`config.mk`:
```
export PLATFORM = sky130hd
export DESIGN_NAME = branch_hazard_unit
export DESIGN_NICKNAME = d
export VERILOG_FILES = /design/src/rtl/branch_hazard_unit.sv
export SDC_FILE = /design/constraint.sdc
export NUM_CORES = 1
export LEC_CHECK = 0
export BUFFER_PORTS_ARGS = -buffer_cell sky130_fd_sc_hd__buf_2
export CELL_PAD_IN_SITES_DETAIL_PLACEMENT = 0
export CELL_PAD_IN_SITES_GLOBAL_PLACEMENT = 1
export CORE_ASPECT_RATIO = 1.2
export CORE_UTILIZATION = 40
export DETAILED_ROUTE_END_ITERATION = 12
export GPL_ROUTABILITY_DRIVEN = 0
export PLACE_DENSITY_LB_ADDON = 0.1
export SLEW_MARGIN = 10
export SYNTH_ARGS = -nofsm -noshare
export SYNTH_HDL_FRONTEND = slang
export SYNTH_SLANG_ARGS = --single-unit
```
`constraint.sdc`:
```
create_clock -name clk -period 9.7 [get_ports clk]
set_clock_uncertainty 0.05 [all_clocks]
set_input_delay 2.425 -clock clk [delete_from_list [all_inputs] [get_ports clk]]
set_output_delay 2.425 -clock clk [all_outputs]
set_load 0.02 [all_outputs]
```
`src/rtl/branch_hazard_unit.sv`:
```
// ---------------------------------------------------------------------------
// branch_hazard_unit
//
// Decides how the ID-stage branch comparator gets its operands and when the
// front of the pipeline must stall because an operand is not ready yet.
// A small RUN/HOLD FSM covers the two-cycle wait behind a load in EX.
// Two saturating performance counters record stall cycles and resolved
// branches.
//
// Ports:
//   clk, rst_n                     clock, asynchronous active-low reset
//   ID_branch                      ID instruction is a compare-and-branch
//   ID_rs1, ID_rs2                 branch source registers
//   EX_rd, MEM_rd, WB_rd           destination registers of later stages
//   EX_reg_wen, MEM_reg_wen,
//   WB_reg_wen                     stage writes its rd
//   EX_is_load, MEM_is_load        stage result comes from data memory
//   pipe_freeze                    external stall, pipeline does not advance
//   flush                          ID instruction is being killed
//   forwardBranchA/B               2'b10 MEM value, 2'b01 WB value, 2'b00 RF
//   stall                          hold PC and IF/ID, bubble into ID/EX
//   stall_cycles                   saturating count of stalled cycles
//   branches_resolved              saturating count of branches leaving ID
// ---------------------------------------------------------------------------
module branch_hazard_unit #(
    parameter int CNT_W = 32
) (
    input  logic             clk,
    input  logic             rst_n,
    input  logic             ID_branch,
    input  logic [4:0]       ID_rs1,
    input  logic [4:0]       ID_rs2,
    input  logic [4:0]       EX_rd,
    input  logic [4:0]       MEM_rd,
    input  logic [4:0]       WB_rd,
    input  logic             EX_reg_wen,
    input  logic             MEM_reg_wen,
    input  logic             WB_reg_wen,
    input  logic             EX_is_load,
    input  logic             MEM_is_load,
    input  logic             pipe_freeze,
    input  logic             flush,
    output logic [1:0]       forwardBranchA,
    output logic [1:0]       forwardBranchB,
    output logic             stall,
    output logic [CNT_W-1:0] stall_cycles,
    output logic [CNT_W-1:0] branches_resolved
);

    typedef enum logic {
        RUN  = 1'b0,
        HOLD = 1'b1
    } state_t;

    localparam logic [CNT_W-1:0] CNT_ONE = {{(CNT_W-1){1'b0}}, 1'b1};
    localparam logic [CNT_W-1:0] CNT_MAX = {CNT_W{1'b1}};

    state_t     state;
    state_t     state_next;
    logic [1:0] hold_cnt;
    logic [1:0] hold_cnt_next;
    logic       stall_raw;
    logic [1:0] fwd_a;
    logic [1:0] fwd_b;
    logic [1:0] need_a;
    logic [1:0] need_b;
    logic [1:0] need;

    // x0 is hardwired to zero, so a write to it never creates a dependency.
    function automatic logic hit(input logic wen, input logic [4:0] rd,
                                 input logic [4:0] src);
        return wen && (rd == src) && (src != 5'd0);
    endfunction

    // A load in MEM has no data yet, so it can only be picked up from WB.
    function automatic logic [1:0] fwd_sel(input logic [4:0] src);
        logic [1:0] sel;
        sel = 2'b00;
        if (hit(MEM_reg_wen, MEM_rd, src) && !MEM_is_load) begin
            sel = 2'b10;
        end else if (hit(WB_reg_wen, WB_rd, src)) begin
            sel = 2'b01;
        end
        return sel;
    endfunction

    // Number of cycles the operand still has to wait before it is forwardable.
    function automatic logic [1:0] need_of(input logic [4:0] src);
        logic [1:0] n;
        n = 2'd0;
        if (hit(EX_reg_wen, EX_rd, src)) begin
            n = EX_is_load ? 2'd2 : 2'd1;
        end else if (hit(MEM_reg_wen, MEM_rd, src) && MEM_is_load) begin
            n = 2'd1;
        end
        return n;
    endfunction

    always_comb begin
        fwd_a  = fwd_sel(ID_rs1);
        fwd_b  = fwd_sel(ID_rs2);
        need_a = ID_branch ? need_of(ID_rs1) : 2'd0;
        need_b = ID_branch ? need_of(ID_rs2) : 2'd0;
        need   = (need_a > need_b) ? need_a : need_b;
    end

    // Next-state logic. A single-cycle hazard stays in RUN because the
    // producer moves on during the bubble and the next evaluation clears it.
    // A load in EX needs one extra cycle that HOLD covers regardless of what
    // the operands look like then. A freeze keeps everything where it is.
    always_comb begin
        stall_raw     = 1'b0;
        state_next    = state;
        hold_cnt_next = hold_cnt;
        if (flush) begin
            state_next    = RUN;
            hold_cnt_next = 2'd0;
        end else begin
            case (state)
                RUN: begin
                    if (need != 2'd0) begin
                        stall_raw = 1'b1;
                        if ((need == 2'd2) && !pipe_freeze) begin
                            state_next    = HOLD;
                            hold_cnt_next = 2'd1;
                        end
                    end
                end
                HOLD: begin
                    stall_raw = 1'b1;
                    if (!pipe_freeze) begin
                        if (hold_cnt <= 2'd1) begin
                            state_next    = RUN;
                            hold_cnt_next = 2'd0;
                        end else begin
                            hold_cnt_next = hold_cnt - 2'd1;
                        end
                    end
                end
                default: begin
                    state_next    = RUN;
                    hold_cnt_next = 2'd0;
                end
            endcase
        end
    end

    // Outputs are forced quiet while reset is held, without waiting for a
    // clock edge.
    always_comb begin
        stall          = stall_raw & rst_n;
        forwardBranchA = rst_n ? fwd_a : 2'b00;
        forwardBranchB = rst_n ? fwd_b : 2'b00;
    end

    // FSM state register.
    always_ff @(posedge clk or negedge rst_n) begin
        if (!rst_n) begin
            state    <= RUN;
            hold_cnt <= 2'd0;
        end else begin
            state    <= state_next;
            hold_cnt <= hold_cnt_next;
        end
    end

    // Performance counters stick at all-ones instead of wrapping.
    always_ff @(posedge clk or negedge rst_n) begin
        if (!rst_n) begin
            stall_cycles      <= '0;
            branches_resolved <= '0;
        end else begin
            if (stall && (stall_cycles != CNT_MAX)) begin
                stall_cycles <= stall_cycles + CNT_ONE;
            end
            if (ID_branch && !stall && !pipe_freeze && !flush &&
                (branches_resolved != CNT_MAX)) begin
                branches_resolved <= branches_resolved + CNT_ONE;
            end
        end
    end

endmodule

```
Word level (Yosys, flattened, before mapping)
Cells that the tools add are included.
- add/sub/neg operators: 3
- order comparisons: 2
- eq/ne operators: 12
- muxes and demuxes: 29
- bitwise logic cells: 2
- reduce and logical (&&, ||, !) cells: 30
- operator list (cell ; number):
    32-bit by 1-bit adder with 32-bit output (second input constant) ; 2
    32-bit != test (second input constant) ; 2
    5-bit equality test ; 6
    2-bit two-way mux ; 15
    1-bit logical AND ; 22
    1-bit two-way mux ; 11
    5-bit nonzero test ; 2
    3-bit != test (second input constant) ; 3
    1-bit logical NOT ; 4
    1-bit one-hot mux with 2 select lines ; 2
    2-bit one-hot mux with 2 select lines ; 1
    3-bit AND reduction ; 1
    2-bit equality test (second input constant) ; 1
    2-bit greater-than comparator ; 1
    2-bit by 1-bit <= comparator with 1-bit output (second input constant) ; 1
    2-bit nonzero test ; 1
    2-bit by 1-bit subtractor with 2-bit output (second input constant) ; 1
    1-bit AND ; 1
    1-bit NOT ; 1
- bits in registers: 67
- input bits: 35
- word-level logic and storage cells: 82

Longest topological paths before layout
- depth in word-level cells: 19
- gate-level depth with buffers: 17
- gate-level depth less buffers: 15

Worst setup path before layout
OpenSTA, ideal clock, no wires.
- path kind: input-to-output
- from: input port ID_rs2[0]
- to: output port stall
- data arrival time: 4804 ps
- setup slack: 2421 ps
- cell stages on the path: 15
- cell sequence: clkbuf_1 > xnor2_1 > nand4_1 > or2_2 > a21o_1 > and2_1 > ha_1 > nor2_1 > a2bb2oi_1 > o31a_2 > o31ai_4 > a31oi_2 > or2_0 > buf_2 > inv_4
- longest elaborated chain between the ends: 14
- elaborated cells on any way between the ends: 18
- ends and longest elaborated chain (element ; line ; RTL):
    from (decl) ; 32 ; input logic [4:0] ID_rs2,
    5-bit equality test ; 72 ; return wen && (rd == src) && (src != 5'd0);
    1-bit logical AND (2 in series) ; 72 ;
    1-bit logical AND ; 93 ; end else if (hit(MEM_reg_wen, MEM_rd, src) && MEM_is_load) begin
    1-bit two-way mux ; 93 ;
    2-bit two-way mux * ; 91 ; if (hit(EX_reg_wen, EX_rd, src)) begin
    2-bit two-way mux * ; 103 ; need_b = ID_branch ? need_of(ID_rs2) : 2'd0;
    2-bit greater-than comparator ; 104 ; need = (need_a > need_b) ? need_a : need_b;
    2-bit two-way mux * ; 104 ;
    2-bit nonzero test * ; 121 ; if (need != 2'd0) begin
    1-bit two-way mux * ; 121 ;
    1-bit one-hot mux with 2 select lines * ; 119 ; case (state)
    1-bit two-way mux * ; 115 ; if (flush) begin
    1-bit AND * ; 151 ; stall = stall_raw & rst_n;
    to (decl) ; 45 ; output logic stall,
Every way passes the cells marked *; elsewhere a longest branch is shown, timed or not.

Worst setup path after layout
- from: input port ID_rs2[1]
- to: output port stall
The elaborated chain is that of the path after synthesis.

==> impl_metrics.toml <==
[hold_path]
hold_class = "reg2reg"
hold_end = "stall_cycles[27]$_DFFE_PN0P_"
hold_depth = 1
hold_start = "stall_cycles[27]$_DFFE_PN0P_"

[sta]
final-setup-viol-count = 0
tightestPinTransition_ps = 1069
rsz0062_at_grt = "no"
slew_headroom_pct = 28.71
fin_crit_sh_pct = 81.17
period_needed_ps = 7873
slew_violations = 0
setup_tns_ps = 0
clock.fmax_ghz = 0.1270
hold_viol = 0

[cts]
clock_sinks = 67
htreeDepth = 3
clkTransAtPathRegs_ps = 60
clockRootBuffer = "clkbuf_16"
cts_made_buffers = 9
cts_resized = 0
worstSkewPairLatency_ps = 330
postCtsHoldBufs = 0
tritoncts = "yes"
clockBufferDepth = 2
cts_setup_buffers = 0

[floorplanning]
die_w_um = 92.44
dieArea_um2 = 10220
fp-row-count = 39
initial_core_util_pct = 41.26
die-height_um = 110.5
core_area_um2 = 9515
io_pins = 104

[detailed_routing]
drt-initial-drc-count = 153
drc = 0
via_count = 3199
ant_nets = 0
dr.pass1.iters = 4
vias_per_cell = 5.176
wirelength_mm = 9.107
wire_per_inst_um = 14.74

[yosys]
synthesis.area_um2 = 3926
ys_ff_latch = 67
async_flop_share_pct = 100.0
yosysUniqueCellTypes = 53
yosys.area.top_type = "dfrtp_1"
yosys_warnings = 0
avgSynthCellArea_um2 = 10.28
synth-main-ff-cell = "dfrtp_1"
netlist_instances = 382
synth_edf_count = 0
syn-num-nets = 422
yosysSeqAreaShare_pct = 42.70
synth_area_leaders = "dfrtp_1, xnor2_1, xor2_1"
synth_top_area_share_pct = 42.70
synthTopCellsByCount = "dfrtp_1, xnor2_1, nand3_1"
yosysMostFrequentCell = "dfrtp_1"

[grt]
grt_start_max_net_pins = 52
grt_pass1_wl_mm = 15.48
antenna_found_initial = 0
grt_usage_pct = 19.13
grt_pass1_vias = 3206
grt-ovfl-total = 0

[pwr]
p_int_w = 0.0005147
p_seq_share_pct = 43.7
powerDensity_nw_per_um2 = 146.2
p_leak_nw = 2.363
pwr-share-comb_pct = 13.0
irDropWorstVdd_mv = 0.1137
power_w = 0.0007067
p_sw_share_pct = 27.17
clkPwrFrac_pct = 43.2
switchingPower_w = 0.0001920

[critical_path]
worstReg2RegStart = "stall_cycles[8]$_DFFE_PN0P_"
start_kind = "primary input"
worstRegToRegCells = 7
r2r_slack_ps = 6590
required_ps = 7230
worstPathArrival_ps = 5400
endpoint_kind = "primary output"
r2r-end = "stall_cycles[1]$_DFFE_PN0P_"
crit_fanout = 9
critical_path_class = "in2out"

[placed_design]
io_buffer_count = 103
dpl.hpwl_mm = 6.876

[run_status]
status = "finished, final reports clean"

[cells_and_area]
area_growth_pct = 23.10
antennaDiodeCount = 0
drive_gt1_share_pct = 30.91
num-nets-final = 530

[run]
drv_cap = 0
==> worst max path at each step <==
stage                   start     to  slack (ps)  depth (start not counted)
floorplan           ID_rs2[0]  stall        2420                         15
global placement    ID_rs1[1]  stall        1870                         15
detailed placement  ID_rs2[1]  stall        1800                         15
CTS                 ID_rs2[1]  stall        1790                         15
global route        ID_rs1[2]  stall        1530                         15
finish              ID_rs2[1]  stall        1830                         15
==> flip-flops by register name, indices dropped and copies added, names as in the netlist <==
register	count
branches_resolved	32
hold_cnt	2
stall_cycles	32
state	1
==> layout make-up <==
class                      count  area [um^2]
multi-input combinational    299         2158
tap                          123        153.9
sequential                    67         1677
clock buffer                  12        256.5
timing repair buffer         105        530.5
clock inverter                 4        25.02
fill                         910         4682
inverter                       8        32.53
==> per-layer routing <==
metal / global-route usage (%) / vias up / part of all wire, %
li1: - / 1560 / -
met1: 24.88 / 1540 / 44
met2: 30.52 / 88 / 49
met3: 5.165 / 11 / 5.7
met4: 6.563 / 0 / 1.1
met5: 0 / - / 0
==> placed cells by master, fill, tap and decap left out, drive strengths merged, types with 4 or more instances in the layout <==
master  count
and4        7
ha          5
xor2       34
nand3      37
nand4      28
nor2       31
and2        6
inv         8
o21ai       4
xnor2      55
clkbuf     12
nor3       19
and3       14
buf       105
dfrtp      67
nand2      21
==> cell families (layout without fill, tap and decap cells) <==
family	Yosys count	in the layout	synth area share, %
AND/OR/NAND/NOR	182	182	27.18
multiplexers	1	1	0.2868
XOR/XNOR	89	89	21.19
flip-flops	67	67	42.70
adder cells (fa/ha/maj)	5	5	1.593
buffers and inverters	16	129	2.326
AO/OA/AOI/OAI	22	22	4.716
==> power groups by stage <==
stage	logic (W)	clock network, W	registers [W]
floorplan	0.0000393	0	0.000326
global placement	0.0000928	0	0.000313
detailed placement	0.0000938	0	0.000314
CTS	0.0000942	0.000314	0.000309
global route	0.000102	0.000325	0.000311
finish	0.0000922	0.000306	0.000309
==> stage by stage <==
step                      hold WS [ps]  util (%)  worst slack, ps  area [um^2]  cells
after floorplan                  479.3         -             2421         3926    382
after global placement           421.3     47.84             1867         4552    602
after detailed placement         423.3     47.84             1801         4552    602
after CTS                        432.5     50.80             1794         4833    618
after global routing             455.9     50.80             1533         4833    618
final                            428.6     50.80             1827         4833    618
==> critical path, stage by stage <==
cell       delay (ps)
buf_2             140
or4_4             560
o211ai_2          190
nor3_1             90
a21o_1            180
and2_1            150
ha_1              190
nor2_1             90
a2bb2oi_1         200
o31a_2            200
o31ai_4            70
a31oi_2           240
or2_0             380
inv_4             110
buf_2             180
(Power assumes the default switching activity.)
